**src/rtl/harmonic_sequencer_if.sv**
```systemverilog
// rtl/harmonic_sequencer_if.sv - handshake bundle between the harmonic sequencer and its datapath
interface harmonic_sequencer_if;
    logic       i_Enable;
    logic [7:0] i_Harmonic_Limit;
    logic [1:0] i_Scaler_Ready;
    logic       i_Sample_Ready;
    logic       i_Freq_Too_High;
    logic [7:0] o_Harmonic;
    logic       o_Next_Sample;
    logic       o_Scaler_Restart;
    logic       o_Adder_Clear;
    logic       o_Total_Latch;
    logic       o_DAC_Send;
    logic [1:0] o_Scaler_Start;
    logic [1:0] o_Adder_Start;
    logic       o_Busy;
    logic       o_Overrun;
    logic       o_Timeout;
    logic [7:0] o_Overrun_Count;

    modport slave (
        input  i_Enable, i_Harmonic_Limit, i_Scaler_Ready, i_Sample_Ready, i_Freq_Too_High,
        output o_Harmonic, o_Next_Sample, o_Scaler_Restart, o_Adder_Clear, o_Total_Latch,
               o_DAC_Send, o_Scaler_Start, o_Adder_Start, o_Busy, o_Overrun, o_Timeout,
               o_Overrun_Count
    );

    modport master (
        output i_Enable, i_Harmonic_Limit, i_Scaler_Ready, i_Sample_Ready, i_Freq_Too_High,
        input  o_Harmonic, o_Next_Sample, o_Scaler_Restart, o_Adder_Clear, o_Total_Latch,
               o_DAC_Send, o_Scaler_Start, o_Adder_Start, o_Busy, o_Overrun, o_Timeout,
               o_Overrun_Count
    );
endinterface

```
**src/rtl/harmonic_sequencer.sv**
```systemverilog
// rtl/harmonic_sequencer.sv - per-sample harmonic loop sequencer with overrun and wait-timeout guards
module harmonic_sequencer #(
    parameter int SAMPLE_INTERVAL = 1000,
    parameter int NO_OF_HARMONICS = 100,
    parameter int WAIT_TIMEOUT    = 255
) (
    input  logic                 i_Clock,
    input  logic                 i_Reset_n,
    harmonic_sequencer_if.slave  bus
);
    localparam int TW = $clog2(SAMPLE_INTERVAL);
    localparam int WW = $clog2(WAIT_TIMEOUT + 1);

    typedef enum logic [2:0] {
        IDLE, SCALE_START, SCALE_WAIT, SAMPLE_WAIT, NEXT, CALC_DONE, CLEAR, SEND_WAIT
    } state_t;

    state_t        state_q;
    logic [TW-1:0] timer_q, timer_d;
    logic [WW-1:0] wait_q;
    logic [7:0]    harmonic_q, harmonic_d;
    logic [7:0]    limit_q, limit_d;
    logic [7:0]    overrun_cnt_q;
    logic          next_sample_q, restart_q, adder_clear_q, total_latch_q, dac_send_q;
    logic [1:0]    scaler_start_q, adder_start_q;
    logic          overrun_q, timeout_q;
    logic          tick, in_loop, waiting, wait_done, wait_expired;
    logic [1:0]    sel_bits;

    assign tick         = (timer_q == TW'(SAMPLE_INTERVAL - 1));
    assign timer_d      = tick ? '0 : timer_q + TW'(1);
    assign harmonic_d   = harmonic_q + 8'd1;
    assign sel_bits     = {harmonic_q[0], ~harmonic_q[0]};
    assign in_loop      = state_q inside {SCALE_START, SCALE_WAIT, SAMPLE_WAIT, NEXT};
    assign waiting      = state_q inside {SCALE_WAIT, SAMPLE_WAIT};
    assign wait_done    = (state_q == SCALE_WAIT) ? bus.i_Scaler_Ready[harmonic_q[0]]
                                                  : bus.i_Sample_Ready;
    assign wait_expired = waiting && !wait_done && (wait_q == WW'(WAIT_TIMEOUT));

    // Clamp the requested count to the build maximum; zero still runs the fundamental.
    always_comb begin
        limit_d = bus.i_Harmonic_Limit;
        if (int'(bus.i_Harmonic_Limit) > NO_OF_HARMONICS) limit_d = 8'(NO_OF_HARMONICS);
        if (limit_d == 8'd0) limit_d = 8'd1;
    end

    always_ff @(posedge i_Clock or negedge i_Reset_n) begin
        if (!i_Reset_n) begin
            state_q        <= IDLE;
            timer_q        <= '0;
            wait_q         <= '0;
            harmonic_q     <= '0;
            limit_q        <= 8'd1;
            overrun_cnt_q  <= '0;
            next_sample_q  <= 1'b0;
            restart_q      <= 1'b0;
            adder_clear_q  <= 1'b0;
            total_latch_q  <= 1'b0;
            dac_send_q     <= 1'b0;
            scaler_start_q <= '0;
            adder_start_q  <= '0;
            overrun_q      <= 1'b0;
            timeout_q      <= 1'b0;
        end else begin
            timer_q        <= timer_d;
            // Only the two wait states read this; it is cleared on the way into each of them.
            wait_q         <= wait_q + WW'(1);
            next_sample_q  <= 1'b0;
            restart_q      <= 1'b0;
            adder_clear_q  <= 1'b0;
            total_latch_q  <= 1'b0;
            dac_send_q     <= 1'b0;
            scaler_start_q <= '0;
            adder_start_q  <= '0;

            if (tick && state_q != IDLE && state_q != SEND_WAIT) begin
                overrun_q <= 1'b1;
                if (overrun_cnt_q != 8'hFF) overrun_cnt_q <= overrun_cnt_q + 8'd1;
            end

            // A late tick aborts the loop; the wrap-up states simply finish.
            if (tick && in_loop) begin
                state_q <= CALC_DONE;
                if (wait_expired) timeout_q <= 1'b1;
            end else begin
                case (state_q)
                    IDLE: if (tick && bus.i_Enable) begin
                        restart_q     <= 1'b1;
                        next_sample_q <= 1'b1;
                        harmonic_q    <= '0;
                        limit_q       <= limit_d;
                        state_q       <= SCALE_START;
                    end
                    SCALE_START: begin
                        scaler_start_q <= sel_bits;
                        wait_q         <= '0;
                        state_q        <= SCALE_WAIT;
                    end
                    SCALE_WAIT: if (wait_done) begin
                        wait_q  <= '0;
                        state_q <= SAMPLE_WAIT;
                    end else if (wait_expired) begin
                        timeout_q <= 1'b1;
                        state_q   <= CALC_DONE;
                    end
                    SAMPLE_WAIT: if (wait_done) begin
                        adder_start_q <= sel_bits;
                        state_q       <= NEXT;
                    end else if (wait_expired) begin
                        timeout_q <= 1'b1;
                        state_q   <= CALC_DONE;
                    end
                    NEXT: begin
                        harmonic_q    <= harmonic_d;
                        next_sample_q <= 1'b1;
                        state_q <= (harmonic_d >= limit_q || bus.i_Freq_Too_High) ? CALC_DONE
                                                                                  : SCALE_START;
                    end
                    CALC_DONE: begin
                        total_latch_q <= 1'b1;
                        state_q       <= CLEAR;
                    end
                    CLEAR: begin
                        adder_clear_q <= 1'b1;
                        state_q       <= SEND_WAIT;
                    end
                    SEND_WAIT: if (tick) begin
                        dac_send_q <= 1'b1;
                        if (bus.i_Enable) begin
                            restart_q     <= 1'b1;
                            next_sample_q <= 1'b1;
                            harmonic_q    <= '0;
                            limit_q       <= limit_d;
                            state_q       <= SCALE_START;
                        end else begin
                            state_q <= IDLE;
                        end
                    end
                    default: state_q <= IDLE;
                endcase
            end
        end
    end

    assign bus.o_Harmonic       = harmonic_q;
    assign bus.o_Next_Sample    = next_sample_q;
    assign bus.o_Scaler_Restart = restart_q;
    assign bus.o_Adder_Clear    = adder_clear_q;
    assign bus.o_Total_Latch    = total_latch_q;
    assign bus.o_DAC_Send       = dac_send_q;
    assign bus.o_Scaler_Start   = scaler_start_q;
    assign bus.o_Adder_Start    = adder_start_q;
    assign bus.o_Busy           = !(state_q == IDLE || state_q == SEND_WAIT);
    assign bus.o_Overrun        = overrun_q;
    assign bus.o_Timeout        = timeout_q;
    assign bus.o_Overrun_Count  = overrun_cnt_q;
endmodule

```
**src/flat_wrapper.sv**
```systemverilog
// flat-port wrapper written by rule: the top's interface ports become plain ports
module harmonic_sequencer_flat 
#(
    parameter int SAMPLE_INTERVAL = 1000,
    parameter int NO_OF_HARMONICS = 100,
    parameter int WAIT_TIMEOUT    = 255
)
  (i_Clock, i_Reset_n, bus_i_Enable, bus_i_Harmonic_Limit, bus_i_Scaler_Ready, bus_i_Sample_Ready, bus_i_Freq_Too_High, bus_o_Harmonic, bus_o_Next_Sample, bus_o_Scaler_Restart, bus_o_Adder_Clear, bus_o_Total_Latch, bus_o_DAC_Send, bus_o_Scaler_Start, bus_o_Adder_Start, bus_o_Busy, bus_o_Overrun, bus_o_Timeout, bus_o_Overrun_Count);
  harmonic_sequencer_if bus_i ();
  input  logic i_Clock;
  input  logic i_Reset_n;
  input wire logic [$bits(bus_i.i_Enable)-1:0] bus_i_Enable;
  input wire logic [$bits(bus_i.i_Harmonic_Limit)-1:0] bus_i_Harmonic_Limit;
  input wire logic [$bits(bus_i.i_Scaler_Ready)-1:0] bus_i_Scaler_Ready;
  input wire logic [$bits(bus_i.i_Sample_Ready)-1:0] bus_i_Sample_Ready;
  input wire logic [$bits(bus_i.i_Freq_Too_High)-1:0] bus_i_Freq_Too_High;
  output wire logic [$bits(bus_i.o_Harmonic)-1:0] bus_o_Harmonic;
  output wire logic [$bits(bus_i.o_Next_Sample)-1:0] bus_o_Next_Sample;
  output wire logic [$bits(bus_i.o_Scaler_Restart)-1:0] bus_o_Scaler_Restart;
  output wire logic [$bits(bus_i.o_Adder_Clear)-1:0] bus_o_Adder_Clear;
  output wire logic [$bits(bus_i.o_Total_Latch)-1:0] bus_o_Total_Latch;
  output wire logic [$bits(bus_i.o_DAC_Send)-1:0] bus_o_DAC_Send;
  output wire logic [$bits(bus_i.o_Scaler_Start)-1:0] bus_o_Scaler_Start;
  output wire logic [$bits(bus_i.o_Adder_Start)-1:0] bus_o_Adder_Start;
  output wire logic [$bits(bus_i.o_Busy)-1:0] bus_o_Busy;
  output wire logic [$bits(bus_i.o_Overrun)-1:0] bus_o_Overrun;
  output wire logic [$bits(bus_i.o_Timeout)-1:0] bus_o_Timeout;
  output wire logic [$bits(bus_i.o_Overrun_Count)-1:0] bus_o_Overrun_Count;
  assign bus_i.i_Enable = bus_i_Enable;
  assign bus_i.i_Harmonic_Limit = bus_i_Harmonic_Limit;
  assign bus_i.i_Scaler_Ready = bus_i_Scaler_Ready;
  assign bus_i.i_Sample_Ready = bus_i_Sample_Ready;
  assign bus_i.i_Freq_Too_High = bus_i_Freq_Too_High;
  assign bus_o_Harmonic = bus_i.o_Harmonic;
  assign bus_o_Next_Sample = bus_i.o_Next_Sample;
  assign bus_o_Scaler_Restart = bus_i.o_Scaler_Restart;
  assign bus_o_Adder_Clear = bus_i.o_Adder_Clear;
  assign bus_o_Total_Latch = bus_i.o_Total_Latch;
  assign bus_o_DAC_Send = bus_i.o_DAC_Send;
  assign bus_o_Scaler_Start = bus_i.o_Scaler_Start;
  assign bus_o_Adder_Start = bus_i.o_Adder_Start;
  assign bus_o_Busy = bus_i.o_Busy;
  assign bus_o_Overrun = bus_i.o_Overrun;
  assign bus_o_Timeout = bus_i.o_Timeout;
  assign bus_o_Overrun_Count = bus_i.o_Overrun_Count;
  harmonic_sequencer #(.SAMPLE_INTERVAL(SAMPLE_INTERVAL), .NO_OF_HARMONICS(NO_OF_HARMONICS), .WAIT_TIMEOUT(WAIT_TIMEOUT)) u_core (.i_Clock(i_Clock), .i_Reset_n(i_Reset_n), .bus(bus_i));
endmodule
```
**config.mk**
```make
export PLATFORM = sky130hd
export DESIGN_NAME = harmonic_sequencer_flat
export DESIGN_NICKNAME = d
export VERILOG_FILES = /design/src/rtl/harmonic_sequencer_if.sv /design/src/rtl/harmonic_sequencer.sv /design/src/flat_wrapper.sv
export SDC_FILE = /design/constraint.sdc
export NUM_CORES = 1
export LEC_CHECK = 0
export CAP_MARGIN = 20
export CELL_PAD_IN_SITES_DETAIL_PLACEMENT = 0
export CELL_PAD_IN_SITES_GLOBAL_PLACEMENT = 2
export CORE_MARGIN = 8
export CORE_UTILIZATION = 30
export CTS_CLUSTER_DIAMETER = 150
export DETAILED_ROUTE_END_ITERATION = 8
export PLACE_DENSITY = 0.77
export SYNTH_ARGS = -nofsm -noshare
export SYNTH_HDL_FRONTEND = slang
export SYNTH_SLANG_ARGS = --single-unit
```
**constraint.sdc**
```tcl
create_clock -name i_Clock -period 5.7 [get_ports i_Clock]
set_input_delay 1.14 -clock i_Clock [delete_from_list [all_inputs] [get_ports i_Clock]]
set_output_delay 1.14 -clock i_Clock [all_outputs]
set_load 0.01 [all_outputs]
```
Word-level counts from Yosys, hierarchy flattened --
Index checks and enable logic that the tools add are counted.
Word-level totals: register bits after elaboration 56, input port bits 15, output and inout bits 28, word-level logic and storage cells 114
Cells by class: add/sub/neg operators 4, magnitude comparators 3, eq/ne operators 17, multiplexer cells 49, bitwise operators 2, reduce and logical (&&, ||, !) cells 24
Operators by type and width (number):
- 2-to-1 mux 8 bit | 10
- case mux 8 bit (2 select lines) | 2
- adder 8 x 1 -> 8 bit, second input constant | 3
- case mux 3 bit (8 select lines) | 1
- case mux 8 bit (3 select lines) | 1
- 2-to-1 mux 3 bit | 7
- 2-to-1 mux 1 bit | 20
- == test 3 bit, second input constant | 4
- adder 10 x 1 -> 10 bit, second input constant | 1
- == test 10 bit, second input constant | 1
- 2-to-1 mux 10 bit | 1
- 2-to-1 mux 2 bit | 5
- AND reduction 5 bit | 2
- == test 8 bit, second input constant | 1
- >= comparator 8 bit | 1
- greater-than comparator 8 x 7 -> 1 bit, second input constant | 1
- logical NOT 8 bit | 1
- != test 8 bit, second input constant | 1
- == test 3 x 2 -> 1 bit, second input constant | 2
- logical AND 1 bit | 6
- != test 3 x 1 -> 1 bit, second input constant | 2
- AND reduction 2 bit | 3
- nonzero test 2 bit | 3
- nonzero test 3 bit | 2
- 13 further kinds | 18

Logic depth before layout (Yosys ltp) --
Gate-level depths: netlist of the first run.
depth after elaboration 10, depth in mapped cells 10

Worst setup path after synthesis of the first run --
Ideal clock, no wire load.
kind register to register, start point register u_core.harmonic_q[0] (netlist: u_core.bus.o_Harmonic[0]), end point register u_core.state_q[2], data arrival time 2.274 ns, required time 5.572 ns, slack 3.298 ns, cell stages (with the launch flop) 11, buffers on the path 0, clock period less this slack 2.402 ns, path through dfrtp_1 ha_1 nand3_1 nor2_1 xor2_1 ha_1 a21oi_1 nor2b_1 a2111o_1 o31ai_1 a21oi_1
Between the ends: cells in the longest elaborated chain, start to end 10, elaborated cells between the ends (all ways) 15, classes of those cells add/sub (1); order compare (1); mux (9); reduce/logical (4)
Ends and longest elaborated chain:
- start: declaration | line harmonic_sequencer.sv:21 | logic [7:0] harmonic_q, harmonic_d;
- start signal: assignment | line harmonic_sequencer.sv:114 | harmonic_q <= harmonic_d;
- branches (longest 8 deep; another with adder 8 x 1 -> 8 bit)
- case mux 3 bit (8 select lines) * | line harmonic_sequencer.sv:86 | case (state_q)
- 2-to-1 mux 3 bit * | line harmonic_sequencer.sv:82 | if (tick && in_loop) begin
- end signal: assignment | line harmonic_sequencer.sv:116 | state_q <= (harmonic_d >= limit_q || bus.i_Freq_Too_High) ? CALC_DONE
- end: declaration | line harmonic_sequencer.sv:18 | state_t state_q;
Every way passes the cells marked *. The select of a mux whose other input is x is not followed. A chain may end at the register's enable or synchronous reset.

Final worst setup path of the first run --
start point register u_core.state_q[0], end point output port bus_o_Busy
Between the ends: cells in the longest elaborated chain, start to end 3, elaborated cells between the ends (all ways) 4, classes of those cells eq/ne (1); reduce/logical (3)
Ends and longest elaborated chain:
- == test 3 bit / logical NOT 3 bit (equally long branches) | line harmonic_sequencer.sv:153 | assign bus.o_Busy = !(state_q == IDLE || state_q == SEND_WAIT);
- logical OR 1 bit * | line harmonic_sequencer.sv:153
- logical NOT 1 bit * | line harmonic_sequencer.sv:153
- end: declaration | line flat_wrapper.sv:25 | output wire logic [$bits(bus_i.o_Busy)-1:0] bus_o_Busy;
Every way passes the cells marked *; elsewhere a longest branch is shown, timed or not.

==> out/qor.csv, run 1 <==
stage;metric;value;unit
finish;multi-input combinational cell area;1290;um^2
finish;register area;1400;um^2
power_and_ir_drop;Pwr Density;194;nW/um^2
floorplanning;Std-Cell Rows;35;
status;outcome;finished, final reports clean;
critical_path;Startpoint Class;register;
yosys;Yosys cell types;46;
finish;Layout Nets;337;
critical_path;slowest stage delay, CP;0.55;ns
floorplanning;die height;112;um
timing;pins over their slew limit;0;
yosys;post-synthesis async set-or-reset flop share;100;%
yosys;largest cells by area after synthesis;dfrtp_1 50%, ha_1 5.4%, xnor2_1 4.8%;
timing;worst setup margin;2.63;ns
finish;cell area after layout;3410;um^2
finish;layout cells sized above 1;6.11;%
yosys;EDFF count, synth;0;
placement;Placed Cells;414;
floorplanning;initial cell density of the core;30.3;%
drt;DRC errors left;0;
cts;PostCTS Resize Cnt;0;
grt;first-pass GRT wire length;10100;um
cts;clock-pin slew on the worst setup and hold paths;0.09;ns
timing;RSZ-0062 raised after global routing;false;
grt;largest net degree at the start of global routing;57;
finish;Diodes inserted;0;
critical_path;critical path class;register to output pin;
yosys;Syn Std Cell Area;2760;um^2
timing;count of final setup violators;0;
yosys;sequential fraction of the synthesis area;50.8;%
critical_path;crit path DAT;1.93;ns
finish;Finished Layout Cells;422;
finish;fillers;948;
critical_path;worst path required time;4.56;ns
critical_path;crit-path max FO;10;
yosys;Post-Synthesis Cells;264;
cts;Hold-fix buffers, CTS;0;
floorplanning;Core Region;9110;um^2
cts;clk root buf;clkbuf_8;
cts;CTS tree;done;
timing;Slew headroom;40.4;%
yosys;area leader, netlist;dfrtp_1;
placement;pre-CTS WS;2.83;ns
yosys;Yosys reg bits;56;
critical_path;CP bufs+invs;2;
floorplanning;# IOs;43;
grt;GRT Total Usage;9.76;%
cts;clk buf depth;2;
cts;Num CTS Buffers;5;
grt;initial antenna violation count;0;
drt;WL final;5860;um
cts;Post CTS Setup Buffer Count;0;
yosys;most common library cells after synthesis;55 x dfrtp_1, 26 x nor2_1, 18 x nand2_1;
drt;initial DRC count;88;
placement;I/O Buffers;42;
yosys;Synth top area share;49.8;%
finish;final core area utilization;37.4;%
drt;wire per inst;13.9;um
cts;Num Clock Sinks;56;
yosys;Syn Nets;291;
timing;Fin Setup TNS;0;ns
yosys;Synth Area per Inst;10.5;um^2
placement;routability-driven placement congestion ratio;0.730;
timing;fin crit share;53.8;%
placement;dpl hpwl;4200;um
timing;clk_skew;0.0104;ns
grt;Remaining Overflow, GRT;0;
timing;Final Hold Vio Count;0;
hold_path;worst min-delay path class;register to register;
timing;Slew @ Worst Pin;0.887;ns
yosys;Ys Warns;0;
yosys;count leader, synth;dfrtp_1;
yosys;Main synth FF type;dfrtp_1;
floorplanning;die width;112;um
timing;fin crit period;3.07;ns
power_and_ir_drop;P_leak;1.54;nW
critical_path;critical path endpoint category;output pin;
drt;TritonRoute pass-1 iters;4;
placement;Placed Instance Area;3310;um^2
cts;Clock Latency Late Sink;0.31;ns
grt;vias in the first global route;2037;
flow_run;# Max-Cap Violations;0;
floorplanning;die footprint;12500;um^2
power_and_ir_drop;maximum vdd drop;0.0984;mV
cts;H-tree levels;2;
critical_path;Critical Path, Cell by Cell;and2_1 > a21o_1 > inv_1 > clkdlybuf4s50_1;
power_and_ir_drop;PnR Total Power;659;uW
drt;ANT nets after route;0;
drt;drt via density;4.76;
critical_path;CP top delay family;buffers and inverters;
timing;Hold WS;0.470;ns
drt;Vias;2010;
timing;f_max;326;MHz
critical_path;Critical-path top delay cell;clkdlybuf4s50_1;
finish;area delta synth->final;23.3;%
## worst paths after layout
kind	from	endpoint	slack, ns	cells past startpoint
setup / recovery	u_core.state_q[0]$_DFFE_PN0P_	bus_o_Busy	2.63	4
hold / removal	u_core.timer_q[0]$_DFF_PN0_	u_core.timer_q[0]$_DFF_PN0_	0.47	1
setup reg to reg	u_core.bus.o_Harmonic[0]$_DFFE_PN0P_	u_core.state_q[2]$_DFFE_PN0P_	2.89	10
hold reg to reg	u_core.timer_q[0]$_DFF_PN0_	u_core.timer_q[0]$_DFF_PN0_	0.47	1
max in group asynchronous	i_Reset_n	u_core.timer_q[3]$_DFF_PN0_	4.26	2
min in group asynchronous	i_Reset_n	u_core.timer_q[9]$_DFF_PN0_	0.97	2
## worst reg2reg max path, stage by stage, from the launching register on
cell      delay, ns
dfrtp_1        0.59
ha_1           0.29
nand3_1        0.15
nor2_1         0.16
xor2_1         0.22
ha_1           0.28
a21oi_1        0.15
nor2b_1        0.06
a2111o_1       0.41
o31ai_1        0.28
a21oi_1        0.11
## layer usage
layer | global-route usage (%) | part of all wire [%]
met1 | 12.8 | 51
met2 | 15.3 | 45
met3 | 2.00 | 2.9
met4 | 4.05 | 1.5
met5 | 0 | 0
## area by class of cell
cell class	instances	area share, %
clock buffers	8	2.94
inverters	13	1.47
multi-input cells	191	37.9
flip-flops and latches	56	41.2
well taps	111	4.08
repair buffers	43	12.4
## cell families (layout without fill, tap and decap cells)
group	count (synthesis)	after routing	synth area share [%]
simple gates	106	106	21.0
flops	56	56	50.8
compound gates	46	46	11.5
xor+xnor	24	24	7.61
buf+inv	17	64	2.49
fa+ha+maj	12	12	5.43
mux	3	3	1.18
## flip-flops by register name, summed over array words and instances (netlist names), 2 cells and up
signal                      count
u_core.timer_q                 10
u_core.bus.o_Harmonic           8
u_core.bus.o_Overrun_Count      8
u_core.limit_q                  8
u_core.wait_q                   8
u_core.state_q                  3
u_core.bus.o_Adder_Start        2
u_core.bus.o_Scaler_Start       2
## power by group
part | internal (mW) | leakage (nW) | switching (mW)
combinational | 0.0107 | 0.786 | 0.0138
clock | 0.111 | 0.0515 | 0.126
sequential | 0.397 | 0.702 | 0.0000000000000000183
## cell usage in the layout (no fill, tap or decap), types with 6 or more instances in the layout
cell / instances
nor2_1: 26
nand3_1: 17
and3_1: 11
clkbuf_8: 7
xnor2_1: 15
inv_1: 12
nand2_1: 18
xor2_1: 9
a22o_1: 8
clkdlybuf4s50_1: 41
nor2b_1: 6
o21ai_0: 11
ha_1: 12
a21oi_1: 11
dfrtp_1: 55
Note: power is estimated with default switching activity, not from simulation.
==> run 2, diff against run 1 <==
--- a/config.mk
+++ b/config.mk
@@ -12,7 +12,7 @@
 export CORE_UTILIZATION = 30
 export CTS_CLUSTER_DIAMETER = 150
 export DETAILED_ROUTE_END_ITERATION = 8
-export PLACE_DENSITY = 0.77
+export PLACE_DENSITY = 0.8
 export SYNTH_ARGS = -nofsm -noshare
 export SYNTH_HDL_FRONTEND = slang
 export SYNTH_SLANG_ARGS = --single-unit
==> constraint.sdc (replaced) <==
create_clock -name i_Clock -period 2.6 [get_ports i_Clock]
set_input_delay 0.52 -clock i_Clock [delete_from_list [all_inputs] [get_ports i_Clock]]
set_output_delay 0.52 -clock i_Clock [all_outputs]
set_load 0.01 [all_outputs]
==> out/qor.csv, run 2 (synthesis results as in run 1) <==
stage;metric;value;unit;change
power_and_ir_drop;switching part of the total;21.2;%;about the same
placement;dpl hpwl;4500;um;was 4200 um
timing;Slew @ Worst Pin;0.463;ns;was 0.887 ns
floorplanning;# IOs;43;;unchanged
drt;TritonRoute pass-1 iters;4;;unchanged
drt;ANT nets after route;0;;unchanged
cts;clock-pin slew on the worst setup and hold paths;0.10;ns;was 0.09 ns
timing;fin crit share;95.7;%;
floorplanning;die footprint;12500;um^2;unchanged
power_and_ir_drop;maximum vdd drop;0.235;mV;was 0.0984 mV
cts;clk buf depth;2;;unchanged
cts;Num CTS Buffers;5;;unchanged
finish;fillers;927;;was 948
finish;area delta synth->final;26.6;%;was 23.3%
power_and_ir_drop;Logic pwr share;3.7;%;about the same
placement;Placed Cells;420;;was 414
status;outcome;finished, final reports clean;;unchanged
drt;drt via density;4.80;;was 4.76
grt;Remaining Overflow, GRT;0;;unchanged
power_and_ir_drop;Sequential Power Share;58.0;%;was 60.2%
timing;clk_skew;0.00580;ns;was 0.0104 ns
drt;wire per inst;14.3;um;was 13.9 um
critical_path;Startpoint Class;register;;unchanged
timing;Final Hold Vio Count;0;;unchanged
finish;final core area utilization;38.4;%;was 37.4%
critical_path;crit-path max FO;10;;unchanged
finish;most common cell after layout, fill and taps aside;dfrtp_1;;unchanged
finish;number of flip-flops under the largest register name;10;;unchanged
grt;largest net degree at the start of global routing;57;;unchanged
grt;first-pass GRT wire length;10500;um;was 10100 um
timing;Fin Setup TNS;0;ns;unchanged
grt;vias in the first global route;2062;;was 2037
critical_path;crit path DAT;1.97;ns;was 1.93 ns
timing;f_max;402;MHz;
cts;clk root buf;clkbuf_8;;unchanged
finish;Finished Layout Cells;430;;was 422
drt;initial DRC count;103;;was 88
finish;layout cells sized above 1;8.78;%;was 6.11%
floorplanning;Core Region;9110;um^2;unchanged
placement;I/O Buffers;42;;unchanged
cts;H-tree levels;2;;unchanged
drt;WL final;6170;um;was 5860 um
placement;routability-driven placement congestion ratio;0.808;;was 0.730
critical_path;critical path endpoint category;output pin;;unchanged
power_and_ir_drop;PnR Total Power;1.50;mW;was 659 uW
floorplanning;die width;112;um;unchanged
finish;most flop-heavy register;u_core.timer_q;;unchanged
grt;initial antenna violation count;0;;unchanged
power_and_ir_drop;Cell Int Power;1.18;mW;was 519 uW
timing;count of final setup violators;0;;unchanged
flow_run;# Max-Cap Violations;0;;unchanged
power_and_ir_drop;Pwr Density;429;nW/um^2;was 194 nW/um^2
floorplanning;Std-Cell Rows;35;;unchanged
power_and_ir_drop;Clock Power Share;38.3;%;was 36.1%
critical_path;critical path class;register to output pin;;unchanged
cts;Clock Latency Late Sink;0.31;ns;about the same
cts;Num Clock Sinks;56;;unchanged
timing;Slew headroom;68.9;%;was 40.4%
floorplanning;initial cell density of the core;30.3;%;unchanged
cts;CTS tree;done;;unchanged
finish;most frequent cells in the layout;55 x dfrtp_1, 41 x clkdlybuf4s50_1, 26 x nor2_1;;unchanged
power_and_ir_drop;Sw Pwr;318;uW;was 140 uW
critical_path;worst path required time;2.08;ns;was 4.56 ns
floorplanning;die height;112;um;unchanged
hold_path;worst min-delay path class;primary input to asynchronous set/reset pin;;was register to register
finish;Diodes inserted;0;;unchanged
timing;pins over their slew limit;0;;unchanged
finish;Layout Nets;345;;was 337
grt;GRT Total Usage;10.2;%;was 9.76%
power_and_ir_drop;P_leak;1.59;nW;was 1.54 nW
timing;fin crit period;2.49;ns;
drt;Vias;2066;;was 2010
drt;DRC errors left;0;;unchanged
## run 2: changes by cell type in the layout (fill, tap and decap cells not counted), sizes merged
cell	previous run	this run
bufinv	0	1
buf	2	10
clkbuf	8	6
clkinv	1	2
## run 2: critical path, cell delays in order, from the launching register on
cell	delay, ns
dfrtp_1	0.50
and2_1	0.25
a21o_1	0.23
inv_1	0.12
clkdlybuf4s50_1	0.56
## run 2: through the flow
step | instance area, um^2 | worst slack (ns) | hold WS (ns)
after floorplan | 2760 | 0.198 | 0.224
after global placement | 3360 | 0.240 | 0.447
after detailed placement | 3360 | 0.191 | 0.456
after CTS | 3470 | 0.103 | 0.211
after global routing | 3500 | -0.00824 | 0.213
final | 3500 | 0.112 | 0.204
## run 2: power groups by stage
| stage | Sequential, mW | Clock, mW | Combinational, mW |
|---|---|---|---|
| floorplan | 0.888 | 0 | 0.00844 |
| global placement | 0.887 | 0 | 0.0576 |
| detailed placement | 0.887 | 0 | 0.0577 |
| CTS | 0.870 | 0.593 | 0.0582 |
| global route | 0.871 | 0.628 | 0.0627 |
| finish | 0.870 | 0.574 | 0.0559 |
## run 2: area by class of cell
class	count	area [um^2]	share of cell area [%]
Clock buffer	6	72.6	2.07
Multi-Input combinational cell	191	1300	37.3
Clock inverter	2	35.0	1.00
Timing Repair Buffer	51	495	14.2
Inverter	13	50.0	1.43
Sequential cell	56	1400	40.1
Tap cell	111	139	3.97
## run 2: layer usage
layer | GRT usage, % | share of wire, % | vias up
li1 | - | - | 1039
met1 | 14.3 | 50 | 976
met2 | 15.0 | 44 | 44
met3 | 2.44 | 4.1 | 7
met4 | 3.60 | 1.7 | 0
met5 | 0 | 0 | -
## run 2: worst paths after layout
check                                                  end  depth (start not counted)                                 start  slack, ns
setup / recovery                                bus_o_Busy                          4         u_core.state_q[0]$_DFFE_PN0P_       0.11
hold / removal             u_core.bus.o_DAC_Send$_DFF_PN0_                          2                             i_Reset_n       0.20
setup reg to reg             u_core.state_q[2]$_DFFE_PN0P_                          9  u_core.bus.o_Harmonic[0]$_DFFE_PN0P_       0.14
hold reg to reg                u_core.timer_q[0]$_DFF_PN0_                          1           u_core.timer_q[0]$_DFF_PN0_       0.47
max in group asynchronous    u_core.limit_q[0]$_DFFE_PN1P_                          2                             i_Reset_n       2.10
min in group i_Clock           u_core.timer_q[0]$_DFF_PN0_                          1           u_core.timer_q[0]$_DFF_PN0_       0.47
## run 2: repair_timing
action                     CTS  global route
hold buffers                 0             0
setup buffers                0             2
hold endpoints to repair     0             0
gates resized for setup      0             2
setup endpoints to repair    0             1
